<file path="src/rtl/aes_inv_round_serial.sv">
// aes_inv_round_serial: column-serial AES inverse round engine with an external inverse S-box
module aes_inv_round_serial #(
  parameter int WIDTH = 128
) (
  input  logic             clk,
  input  logic             reset,
  input  logic             start,
  input  logic [1:0]       round_mode,
  input  logic [WIDTH-1:0] data_in,
  input  logic [WIDTH-1:0] round_key,
  output logic [31:0]      sbox_addr,
  input  logic [31:0]      sbox_data,
  output logic [WIDTH-1:0] data_out,
  output logic             busy,
  output logic             done
);
  typedef enum logic [1:0] {IDLE, COL, FIN} state_t;
  state_t state;
  logic [1:0] col, mode;
  logic [WIDTH-1:0] st, key, res;
  logic [31:0] kw, sw, t, mixed, col_res;

  function automatic logic [7:0] xt(input logic [7:0] a);
    return {a[6:0], 1'b0} ^ (a[7] ? 8'h1b : 8'h00);
  endfunction

  function automatic logic [7:0] gm(input logic [7:0] a, input logic [3:0] c);
    logic [7:0] a2, a4, a8;
    a2 = xt(a);
    a4 = xt(a2);
    a8 = xt(a4);
    return (c[0] ? a : 8'h00) ^ (c[1] ? a2 : 8'h00) ^ (c[2] ? a4 : 8'h00) ^ (c[3] ? a8 : 8'h00);
  endfunction

  // {~col,5'h1f} is 127-32*col: the MSB of word col
  assign kw = key[{~col, 5'h1f} -: 32];
  assign sw = st[{~col, 5'h1f} -: 32];
  assign t  = sbox_data ^ kw;

  for (genvar r = 0; r < 4; r++) begin : g_row
    logic [3:0] b;
    assign b = {col - 2'(r), 2'(r)};
    assign sbox_addr[31-8*r -: 8] = state == COL ? st[{~b, 3'b111} -: 8] : 8'h00;
    assign mixed[31-8*r -: 8] = gm(t[31-8*r -: 8], 4'he) ^ gm(t[31-8*((r+1)%4) -: 8], 4'hb)
                              ^ gm(t[31-8*((r+2)%4) -: 8], 4'hd) ^ gm(t[31-8*((r+3)%4) -: 8], 4'h9);
  end

  assign col_res = mode == 2'd2 ? sw ^ kw : mode == 2'd1 ? t : mixed;

  always_ff @(posedge clk) begin
    if (reset) begin
      state    <= IDLE;
      col      <= '0;
      mode     <= '0;
      st       <= '0;
      key      <= '0;
      res      <= '0;
      data_out <= '0;
      busy     <= 1'b0;
      done     <= 1'b0;
    end else begin
      done <= 1'b0;
      case (state)
        IDLE: if (start) begin
          st    <= data_in;
          key   <= round_key;
          mode  <= round_mode;
          busy  <= 1'b1;
          col   <= '0;
          state <= COL;
        end
        COL: begin
          res[{~col, 5'h1f} -: 32] <= col_res;
          col <= col + 2'd1;
          if (col == 2'd3) state <= FIN;
        end
        default: begin
          data_out <= res;
          done     <= 1'b1;
          busy     <= 1'b0;
          state    <= IDLE;
        end
      endcase
    end
  end
endmodule

</file>
<file path="config.mk">
export PLATFORM = sky130hd
export DESIGN_NAME = aes_inv_round_serial
export DESIGN_NICKNAME = d
export VERILOG_FILES = /design/src/rtl/aes_inv_round_serial.sv
export SDC_FILE = /design/constraint.sdc
export NUM_CORES = 1
export LEC_CHECK = 0
export CAP_MARGIN = 20
export CELL_PAD_IN_SITES_DETAIL_PLACEMENT = 0
export CELL_PAD_IN_SITES_GLOBAL_PLACEMENT = 1
export CORE_UTILIZATION = 37
export CTS_BUF_LIST = sky130_fd_sc_hd__clkbuf_4 sky130_fd_sc_hd__clkbuf_8
export DETAILED_ROUTE_END_ITERATION = 7
export PLACE_DENSITY_LB_ADDON = 0.1
export SYNTH_ARGS = -nofsm -noshare
export SYNTH_HDL_FRONTEND = slang
export SYNTH_SLANG_ARGS = --single-unit
</file>
<file path="constraint.sdc">
create_clock -name clk -period 3.5 [get_ports clk]
set_clock_uncertainty 0.2 [all_clocks]
set_input_delay 0.525 -clock clk [delete_from_list [all_inputs] [get_ports clk]]
set_output_delay 0.525 -clock clk [all_outputs]
set_load 0.1 [all_outputs]
</file>
Word level (Yosys, flattened, before mapping)
Index checks and enable logic that the tools add are counted.
- register bits: 520
- shift operators: 8
- $add $sub $neg: 5
- equality and inequality tests: 6
- reduce and logical (&&, ||, !) cells: 7
- mux-type cells: 27
- bitwise logic cells: 60
- operators by type and width (cell ; number):
    indexed part select 135 x 8 -> 8 bit ; 4
    bitwise XOR 8 bit ; 43
    indexed part select 159 x 8 -> 32 bit ; 2
    variable shift 32 x 9 -> 159 bit (first input constant) ; 1
    indexed part select 32 x 9 -> 159 bit ; 1
    bitwise mux 128 bit ; 1
    bitwise XOR 8 x 5 -> 8 bit ; 9
    2-to-1 mux 32 bit ; 2
    bitwise XOR 32 bit ; 2
    2-to-1 mux 5 bit ; 12
    2-to-1 mux 8 bit ; 4
    inverter 4 bit ; 4
    negator 7 -> 9 bit ; 1
    case mux 2 bit (2 select lines) ; 2
    AND reduction 2 bit ; 4
    2-to-1 mux 2 bit ; 3
    == test 2 x 1 -> 1 bit (second input constant) ; 2
    == test 2 bit (second input constant) ; 2
    subtractor 2 bit (second input constant) ; 2
    adder 2 x 1 -> 2 bit (second input constant) ; 1
    zero test 2 bit ; 1
    2-to-1 mux 1 bit ; 2
    != test 2 x 1 -> 1 bit (second input constant) ; 1
    != test 2 bit (second input constant) ; 1
    6 further kinds ; 6

Depth between registers and ports, before layout
- depth in word-level cells: 17
- gate-level depth with buffers: 13
- mapped depth without buffers: 9

Worst setup path before layout
No wires, ideal clock.
- kind: register to output
- from: register col[1]
- to: output port sbox_addr[21]
- data required time: 2775 ps
- path slack: -1516 ps
- stages on the path, launching flop included: 12
- arrival time: 4291 ps
- cells stage by stage: dfxtp_1 -> buf_2 -> buf_2 -> buf_2 -> buf_1 -> clkbuf_1 -> inv_1 -> ha_1 -> clkbuf_1 -> clkbuf_1 -> mux4_2 -> nor2b_1
- cells in the longest elaborated chain, start to end: 4
- RTL lines (what ; RTL line ; RTL):
    start: declaration ; 19 ; logic [1:0] col, mode;
    start signal: assignment ; 74 ; col <= col + 2'd1;
    subtractor 2 x 1 -> 2 bit ; 42 ; assign b = {col - 2'(r), 2'(r)};
    inverter 4 bit ; 43 ; assign sbox_addr[31-8*r -: 8] = state == COL ? st[{~b, 3'b111} -: 8] : 8'h00;
    indexed part select 135 x 8 -> 8 bit ; 43 ;
    2-to-1 mux 8 bit ; 43 ;
    end: declaration ; 11 ; output logic [31:0] sbox_addr,
Every way passes these cells.

Final worst setup path
- from: register col[1]
- to: register res[92]
- cells in the longest elaborated chain, start to end: 15
- elaborated cells on any way between the ends: 75
- those cells by class: add/sub (1); shift (4); mux (15); bitwise (55)
- RTL lines (what ; RTL line ; RTL):
    inverter 2 bit (*) ; 36, 37, 73 ;
    indexed part select 159 x 8 -> 32 bit ; 36 ; assign kw = key[{~col, 5'h1f} -: 32];
    bitwise XOR 32 bit ; 38 ; assign t = sbox_data ^ kw;
    bitwise XOR 8 x 5 -> 8 bit / 2-to-1 mux 5 bit (equally long branches) ; 24 ; return {a[6:0], 1'b0} ^ (a[7] ? 8'h1b : 8'h00);
    2-to-1 mux 5 bit (tied with other cells) ; 24 ;
    bitwise XOR 8 x 5 -> 8 bit (tied with other cells) ; 24 ;
    bitwise XOR 8 bit (tied with other cells) ; 32 ; return (c[0] ? a : 8'h00) ^ (c[1] ? a2 : 8'h00) ^ (c[2] ? a4 : 8'h00) ^ (c[3] ? a8 : 8'h00);
    bitwise XOR 8 bit ; 32 ;
    bitwise XOR 8 bit ; 44 ; assign mixed[31-8*r -: 8] = gm(t[31-8*r -: 8], 4'he) ^ gm(t[31-8*((r+1)%4) -: 8], 4'hb)
    bitwise XOR 8 bit (2 in a row) ; 45 ; ^ gm(t[31-8*((r+2)%4) -: 8], 4'hd) ^ gm(t[31-8*((r+3)%4) -: 8], 4'h9);
    2-to-1 mux 32 bit (2 in a row) ; 48 ; assign col_res = mode == 2'd2 ? sw ^ kw : mode == 2'd1 ? t : mixed;
    indexed part select 32 x 9 -> 159 bit ; 73 ; res[{~col, 5'h1f} -: 32] <= col_res;
    bitwise mux 128 bit (*) ; 73 ;
    end signal: indexed assignment ; 73 ;
    end: declaration ; 20 ; logic [WIDTH-1:0] st, key, res;
Mark *: on every way between the ends. The rest lies on a longest branch, timed or not.
A chain may end at the register's enable or synchronous reset.

==> impl_metrics.yaml <==
timing:
  final-setup-viol-count: 84
  setup_tns_ns: -5.001
  setup_ws_ns: -0.1253
  max_clock_freq_mhz: 275.8
  rsz0062_at_grt: "true"
  period_needed_ns: 3.625
  max-slew-margin-rel: 0.2570
  drv_slew: 0
  tightest_slew_ns: 1.115
  finalCritPeriodShare: 1.036
  hold_viol_final: 0
layout:
  drive_gt1_frac: 0.2871
  area_growth_syn_to_layout_pct: 46.01
  ff_latch_area_um2: 10420
  multiInputGateArea_um2: 14090
  final_cells: 4001
  fill_cells: 5681
  finalNetCount: 3383
logic_synthesis:
  syn_nets: 2736
  synthFlopType: "dfxtp_1"
  ys_seq_area_frac: 0.4394
  yosysTopAreaCell: "dfxtp_1"
  ys_types: 54
  synthCells: 2439
  async_flop_share: 0
  synth.top_cell.area_share: 0.4394
  synth_area_um2: 23690
  ys_ff_latch: 520
  ys_top_cells_by_area: "dfxtp_1 44%, nand2_1 8.7%, mux4_2 8.4%"
  ys_warn_count: 0
  syn_area_per_cell_um2: 9.714
  yosys.cell_count.top_type: "nand2_1"
  synth_commonest_cells: "548 x nand2_1, 520 x dfxtp_1, 282 x a21oi_1"
  synth-edff-count: 0
floorplan:
  rows: 92
  core_um2: 63200
  die_width_um: 255.1
  io_pins: 455
  die_h_um: 255.1
  die_area_um2: 65050
  start_util: 0.3749
setup_path:
  crit_path_max_fanout: 8
  endpoint_kind: "flop"
  path_class: "flop to flop"
  worst-endpoint-arrival_ns: 4.01
  startpoint_type: "flop"
  required_ns: 3.88
cts:
  hold_buffers: 0
  root_buffer: "clkbuf_8"
  cts_buffers: 89
  insertion_delay_ns: 0.70
  cts_tree: "built"
  path_clk_slew_ns: 0.06
  htreeDepth: 3
  clk_path_buf_depth: 3
  clock_sinks: 520
route:
  route.detailed.drc: 0
  drt_iter0_markers: 1108
  dr.pass1.iters: 5
  ant_nets: 0
  drt-total-wl_um: 89460
  vias: 20177
  viasPerCell: 5.043
  post_drt_wl_per_cell_um: 22.36
placement:
  gp_congestion: 0.9086
  dpl.hpwl_um: 67560
  place_inst: 3791
  io_buffer_count: 454
power_and_ir_drop:
  max-vdd-ir-drop_v: 0.0003484
  p_leak_nw: 13.27
  power_density_nw_per_um2: 652.3
global_route:
  overflow: 0
  antenna_found_initial: 12
  grt.total_usage: 0.2715
  grt_max_degree: 205
  grt_pass1_vias: 19864
  grt_pass1_wl_um: 129200
status:
  violations: "setup timing"
  outcome: "finished with violations"
worst_hold_path:
  hold_class: "input pin to flop"
flow_run:
  maxCapViolations: 0
[flip-flops by register name, indices dropped and copies added (netlist names)]
name	flops
busy	1
col	2
data_out	128
done	1
key	128
mode	2
res	128
st	128
state	2
[routing by layer]
| metal | track usage | wire length, um | up-vias |
|---|---|---|---|
| met5 | 0 | 109 | - |
| met4 | 0.08896 | 2513 | 16 |
| met3 | 0.04892 | 4120 | 130 |
| met2 | 0.4655 | 44800 | 538 |
| li1 | - | - | 9640 |
| met1 | 0.3436 | 37920 | 9853 |
[cell type report]
cell class / count / share of cell area
inverter: 4 / 0.0005787
timing repair buffer: 732 / 0.2058
multi-input combinational: 1739 / 0.4073
tap: 846 / 0.03060
clock buffer: 141 / 0.05085
sequential: 520 / 0.3012
clock inverter: 13 / 0.003147
antenna: 6 / 0.0004340
[final timing paths]
check	slack [ns]	start	depth (start not counted)	end
worst min-delay path	0.06	reset	2	data_out[8]
worst max-delay path	-0.13	col[1]	10	res[92]
worst max register to register	-0.13	col[1]	10	res[92]
worst min register to register	0.25	res[4]	2	res[4]
[stage by stage]
step | hold slack, ns | utilization | total power (W) | cell area (um2) | setup slack, ns
floorplan | 0.2248 | - | 0.01113 | 24080 | -0.04866
global placement | 0.2406 | 0.4882 | 0.01500 | 30850 | -0.3816
detailed placement | 0.2447 | 0.4883 | 0.01504 | 30860 | -0.4080
CTS | 0.02368 | 0.5330 | 0.02179 | 33680 | -0.1461
global route | 0.06000 | 0.5473 | 0.02346 | 34590 | -0.2420
finish | 0.06287 | 0.5474 | 0.02256 | 34590 | -0.1253
[critical path: stages (launching register included)]
cell and delay, ns:
dfxtp_4 0.44, mux4_2 0.59, xnor2_4 0.24, xnor3_2 0.54, xnor2_4 0.22, xor2_2 0.19, buf_6 0.14, xor3_1 0.45
o21ai_2 0.15, o21ai_2 0.10, a22o_1 0.23
[repair_timing]
action / in CTS / in global routing
gates resized for setup: 105 / 135
pin swaps: 62 / 94
cloned: 1 / 0
setup endpoints to repair: 149 / 144
setup buffers: 37 / 22
[power breakdown]
part           total (W)  leakage [nW]  internal, W  switching, W
Sequential       0.00642          4.23      0.00622      0.000204
Clock            0.00569         0.988      0.00319       0.00250
Combinational     0.0105          8.04      0.00519       0.00526
Total             0.0226          13.3       0.0146       0.00796
[cell usage in the layout, fill, tap and decap left out, types with 23 or more instances in the layout]
| master | netlist | routed |
|---|---|---|
| buf_4 | 0 | 314 |
| clkdlybuf4s50_1 | 0 | 313 |
| xor2_1 | 52 | 37 |
| mux4_2 | 88 | 88 |
| mux2i_1 | 133 | 132 |
| a22o_1 | 81 | 81 |
| nor2_1 | 188 | 187 |
| buf_12 | 1 | 45 |
| xnor2_1 | 126 | 69 |
| clkbuf_8 | 0 | 112 |
| clkbuf_4 | 0 | 29 |
| buf_6 | 3 | 51 |
| xnor2_4 | 21 | 52 |
| a21oi_1 | 282 | 272 |
| nor2b_4 | 0 | 23 |
| xnor2_2 | 25 | 51 |
| nand2_1 | 548 | 548 |
| dfxtp_1 | 520 | 517 |
[cell families after synthesis]
family,count (synthesis),synth area share
AND/OR/NAND/NOR,804,0.1337
AO/OA/AOI/OAI,456,0.1193
buffers and inverters,180,0.03095
multiplexers,223,0.1409
adder cells (fa/ha/maj),4,0.002112
flip-flops,520,0.4394
XOR/XNOR,252,0.1336
Power figures use the tool's default switching activity.
==> patch 1, RTL diff (same flow settings) <==
`WIDTH`: 128 -> 64.
--- a/src/rtl/aes_inv_round_serial.sv
+++ b/src/rtl/aes_inv_round_serial.sv
@@ -1,6 +1,6 @@
 // aes_inv_round_serial: column-serial AES inverse round engine with an external inverse S-box
 module aes_inv_round_serial #(
-  parameter int WIDTH = 128
+  parameter int WIDTH = 64
 ) (
   input  logic             clk,
   input  logic             reset,
Interface: changed (resized data_in, data_out and round_key); port bits go from 455 to 263. No check against the original RTL was run, so the function may have changed too.
==> patch 1 against the unedited design <==
Worst setup slack better by 0.074 ns; final area is 36% lower; count of clock-buffer cells in the layout is 65 lower; largest cell class unchanged; clock power is 41% lower; area after synthesis is 39% lower; non-clock buffer count is 186 lower; wire length is 38% lower; the run still ends with negative setup slack left; sequential cell count is 256 lower; via count is 35% lower; power is 54% lower.
==> patch 1: results (changes against the unedited design) <==
INFO  metric critical-path-slowest-cell = sky130_fd_sc_hd__xnor3_2 (was sky130_fd_sc_hd__mux4_2)
INFO  metric synth_mux_area_share = 9.20% (was 14.1%)
INFO  metric setup_tns = -0.0968 ns (was -5.00 ns)
INFO  metric antenna_found_initial = 0 (was 12)
INFO  metric power.static_leakage = 8.92 nW (was 13.3 nW)
INFO  metric synth_compound_gate_area_share = 13.2% (was 11.9%)
INFO  metric regToRegSetupSlack = -0.05 ns (was -0.13 ns)
INFO  metric slew_headroom = 30.5% (was 25.7%)
INFO  metric timing.final.ws_setup = -0.0509 ns (was -0.125 ns)
INFO  metric grt_pass1_wl = 82.1 mm (was 129 mm)
INFO  metric totalWireLength = 55.8 mm (was 89.5 mm)
INFO  metric synth_commonest_cells = 344 x sky130_fd_sc_hd__nand2_1, 264 x sky130_fd_sc_hd__dfxtp_1, 165 x sky130_fd_sc_hd__a21oi_1, 144 x sky130_fd_sc_hd__xnor2_1, 125 x sky130_fd_sc_hd__nor2_1 (was 548 x sky130_fd_sc_hd__nand2_1, 520 x sky130_fd_sc_hd__dfxtp_1, 282 x sky130_fd_sc_hd__a21oi_1, 188 x sky130_fd_sc_hd__nor2_1, 144 x sky130_fd_sc_hd__clkbuf_1)
INFO  metric fin_nets = 2258 (was 3383)
INFO  metric yosys.area_share.xor_xnor = 24.8% (was 13.4%)
INFO  metric synthAdderAreaFrac = 0.172% (was 0.211%)
INFO  metric timing.critical_path.to = res[12]$_SDFFE_PP0P_ (was res[92]$_SDFFE_PP0P_)
INFO  metric cts_inserted_buffers = 47 (was 89)
INFO  metric crit_arrival = 3.86 ns (was 4.01 ns)
INFO  metric worst_path_largest_cell_delay = 0.54 ns (was 0.59 ns)
INFO  metric violations_in_the_final_reports = negative setup slack (unchanged)
INFO  metric grt_pass1_vias = 12.7k (was 19.9k)
INFO  metric result_of_the_run = finished with violations (unchanged)
INFO  metric worst_setup_path_startpoint = col[0]$_SDFFE_PP0P_ (was col[1]$_SDFFE_PP0P_)
INFO  metric setup_viol = 2 (was 84)
INFO  metric post_drt_via_cell_ratio = 4.93 (was 5.04)
INFO  metric htree_depth = 2 (was 3)
==> patch 1: cell types whose count changed after synthesis, sizes merged, moves of 31 or more <==
cell,unedited run,this run
dfxtp,520,264
nand2,548,351
a21oi,284,165
mux4,88,0
nor2,188,125
clkbuf,144,87
xor2,57,96
a22o,81,43
mux2i,133,96
nor2b,34,3
==> patch 1: repair_timing <==
action / in CTS / in global routing
pin swaps: 18 / 50
hold endpoints to repair: 0 / 0
setup buffers: 26 / 40
gates resized for setup: 62 / 106
gates cloned: 0 / 2
hold buffers: 0 / 0
endpoints found under the setup margin: 65 / 58
==> patch 1: layout make-up <==
type,instances,share of cell area [%]
clock buffer,76,4.60
clock inverter,12,0.612
inverter,3,0.0510
multi-input combinational,1229,43.7
sequential,264,24.0
tap,518,2.94
timing repair buffer,546,24.1
==> patch 1: through the flow <==
step	cell area (um2)	setup slack, ns	hold WS, ns	power [W]	std cells
after floorplan	14800	-0.248	0.225	0.00518	1601
after global placement	19600	-0.301	0.244	0.00664	2498
after detailed placement	19600	-0.315	0.247	0.00664	2498
after CTS	21200	-0.0225	0.0706	0.0102	2611
after global routing	22100	-0.0746	0.107	0.0108	2648
final	22100	-0.0509	0.0955	0.0103	2648
==> patch 1: cell families (layout without fill, tap and decap cells) <==
logic type	Yosys count	after routing
buf+inv	108	637
simple gates	495	495
compound gates	312	312
fa+ha+maj	2	2
mux	128	128
flops	264	264
xor+xnor	292	292
==> patch 1: where the power goes <==
part	switching (W)	total [W]	internal [W]
Combinational	0.00186	0.00379	0.00193
Sequential	0.0000998	0.00320	0.00310
Clock	0.00135	0.00336	0.00200
==> patch 1: layer usage <==
metal  part of all wire (%)  wire length, um  global-route usage [%]  vias up
li1                       -                -                       -     6364
met4                    2.4             1370                    9.00        0
met2                     46            25900                    43.5      356
met1                     47            26000                    37.8     6262
met5                      0                0                       0        -
met3                    4.6             2540                    4.13       64
==> patch 1: worst min-delay path by stage <==
stage	from	end	slack (ns)	cells after the start
2_1_floorplan	res[17]$_SDFFE_PP0P_	res[17]$_SDFFE_PP0P_	0.22	2
3_3_place_gp	res[45]$_SDFFE_PP0P_	res[45]$_SDFFE_PP0P_	0.24	2
3_5_place_dp	res[13]$_SDFFE_PP0P_	res[13]$_SDFFE_PP0P_	0.25	2
4_1_cts	reset	res[8]$_SDFFE_PP0P_	0.07	2
5_1_grt	reset	res[48]$_SDFFE_PP0P_	0.11	2
6_report	reset	data_out[8]$_SDFFE_PP0P_	0.1	2
==> patch 2, RTL diff (same flow settings) <==
Without the edit above. Encoding of `state_t`: now one-hot (3 bits for 3 states).
--- a/src/rtl/aes_inv_round_serial.sv
+++ b/src/rtl/aes_inv_round_serial.sv
@@ -14,7 +14,7 @@
   output logic             busy,
   output logic             done
 );
-  typedef enum logic [1:0] {IDLE, COL, FIN} state_t;
+  typedef enum logic [2:0] {IDLE = 3'b001, COL = 3'b010, FIN = 3'b100} state_t;
   state_t state;
   logic [1:0] col, mode;
   logic [WIDTH-1:0] st, key, res;
Check against the original RTL: no difference found for any inputs over 4 cycles, from zero or initial values and one cycle with reset high; so few cycles prove little.
==> patch 2 against the unedited design <==
The flow still finishes with violations (negative setup slack); sequential cell count grew 1; final area rose by 1.5%; largest power group unchanged; largest cell class unchanged; maximum frequency fell by 4.5%; power decreased by 2.1%; critical path depth rose by 3; sequential power down 2%; wire length increased by 0.62%; worst setup slack got worse by 0.17 ns; worst hold slack improved by 0.011 ns; die area down 2.9%; area after synthesis fell by 2.9%.
==> patch 2: results (changes against the unedited design) <==
INFO  metric result_of_the_run = finished with violations (unchanged)
INFO  metric violations_in_the_final_reports = negative setup slack (unchanged)
INFO  metric synth_commonest_cells = 533 x sky130_fd_sc_hd__nand2_1, 521 x sky130_fd_sc_hd__dfxtp_1, 279 x sky130_fd_sc_hd__a21oi_1, 205 x sky130_fd_sc_hd__a22o_1, 166 x sky130_fd_sc_hd__clkbuf_1 (was 548 x sky130_fd_sc_hd__nand2_1, 520 x sky130_fd_sc_hd__dfxtp_1, 282 x sky130_fd_sc_hd__a21oi_1, 188 x sky130_fd_sc_hd__nor2_1, 144 x sky130_fd_sc_hd__clkbuf_1)
INFO  metric layoutNonFillerInstCount = 3965 (was 4001)
INFO  metric slew_headroom = 20.5% (was 25.7%)
INFO  metric critPathMaxFanout = 6 (was 8)
INFO  metric dp_slack = -0.687 ns (was -0.408 ns)
INFO  metric vdd_ir_drop_max = 0.000313 V (was 0.000348 V)
INFO  metric grt_pass1_wl = 131 mm (was 129 mm)
INFO  metric placement_stage_cell_area = 30300 um2 (was 30900 um2)
INFO  metric dpl_wire_length = 65.9 mm (was 67.6 mm)
INFO  metric final_period_minus_worst_setup_slack = 3.80 ns (was 3.63 ns)
INFO  metric timing.final.ws_setup = -0.295 ns (was -0.125 ns)
INFO  metric post_drt_via_cell_ratio = 5.20 (was 5.04)
INFO  metric setup_tns = -16.99 ns (was -5.00 ns)
INFO  metric synth_area_leaders = sky130_fd_sc_hd__dfxtp_1 45%, sky130_fd_sc_hd__nand2_1 8.7%, sky130_fd_sc_hd__mux4_2 8.2% (was sky130_fd_sc_hd__dfxtp_1 44%, sky130_fd_sc_hd__nand2_1 8.7%, sky130_fd_sc_hd__mux4_2 8.4%)
INFO  metric drt-wirelength-per-cell = 22.7 um (was 22.4 um)
INFO  metric power.static_leakage = 14.0 nW (was 13.3 nW)
INFO  metric last_weighted_congestion_value_of_the_routability_driven_placer = 0.915 (was 0.909)
INFO  metric fin_nets = 3349 (was 3383)
INFO  metric worst_setup_path_startpoint = col[0]$_SDFFE_PP0P_ (was col[1]$_SDFFE_PP0P_)
INFO  metric antenna_found_initial = 8 (was 12)
INFO  metric ys_seq_area_share = 45.3% (was 43.9%)
INFO  metric grt_pass1_vias = 20.3k (was 19.9k)
INFO  metric setup_viol = 132 (was 84)
INFO  metric syn-instance-count = 2344 (was 2439)
INFO  metric crit_arrival = 4.17 ns (was 4.01 ns)
patch 2: cell count changes after synthesis, moves of 23 or more:
cell                      unedited run  this run
sky130_fd_sc_hd__nor2_1            188        65
sky130_fd_sc_hd__and2_1              0        31
sky130_fd_sc_hd__mux2i_1           133         4
sky130_fd_sc_hd__a22o_1             81       205
sky130_fd_sc_hd__xnor3_1            15        38
sky130_fd_sc_hd__nor2b_1            34         6
patch 2: routing by layer:
| layer | global-route usage (%) | routed length, um | vias up |
|---|---|---|---|
| li1 | - | - | 9682 |
| met1 | 36.9 | 39700 | 10200 |
| met2 | 46.3 | 43300 | 638 |
| met3 | 4.43 | 4120 | 141 |
| met4 | 8.80 | 2880 | 6 |
| met5 | 0 | 48 | - |
patch 2: logic make-up after synthesis:
kind of cell / share of synthesized area (%)
xor gates and xnor gates: 12.1
DFF: 45.3
AOI/OAI and AO/OA: 17.6
adders and majority gates: 0.218
and+or+nand+nor: 12.7
buffers and inverters: 3.38
muxes: 8.69
patch 2: repair_timing:
| item | in CTS | in global routing |
|---|---|---|
| setup buffers | 61 | 48 |
| setup endpoints to repair | 160 | 146 |
| pin swaps | 100 | 105 |
| hold buffers | 0 | 0 |
| cloned | 4 | 1 |
| resized for setup | 176 | 161 |
patch 2: area by class of cell:
type,instances,area [um2]
timing repair buffer,803,8050
sequential,521,10400
fill,5414,26500
multi-input combinational,1630,13500
antenna,3,7.51
tap,837,1050
clock buffer,144,1810
clock inverter,20,208
inverter,7,37.5
patch 2: worst max-delay path: stages, from the launching register on:
cell                      delay [ns]
sky130_fd_sc_hd__dfxtp_4        0.44
sky130_fd_sc_hd__buf_6          0.13
sky130_fd_sc_hd__mux4_2         0.65
sky130_fd_sc_hd__xnor2_4        0.28
sky130_fd_sc_hd__xnor3_2        0.48
sky130_fd_sc_hd__xnor2_4        0.24
sky130_fd_sc_hd__xor2_2         0.26
sky130_fd_sc_hd__xnor2_4        0.11
sky130_fd_sc_hd__buf_4          0.14
sky130_fd_sc_hd__buf_6          0.10
sky130_fd_sc_hd__buf_6          0.11
sky130_fd_sc_hd__xnor2_2        0.13
sky130_fd_sc_hd__nand2_2        0.12
sky130_fd_sc_hd__a32o_1         0.26
patch 2: through the flow:
step	total power, W	hold WS, ns
6_report	0.0221	0.0739
5_1_grt	0.0229	0.0703
4_1_cts	0.0213	0.0501
2_1_floorplan	0.0104	0.226
3_5_place_dp	0.0140	0.243
3_3_place_gp	0.0140	0.236
patch 2: power by group:
part	total, W	internal [W]	switching [W]	leakage (nW)
sequential	0.00630	0.00616	0.000142	4.24
clock	0.00610	0.00346	0.00263	1.08
combinational	0.00969	0.00484	0.00485	8.68
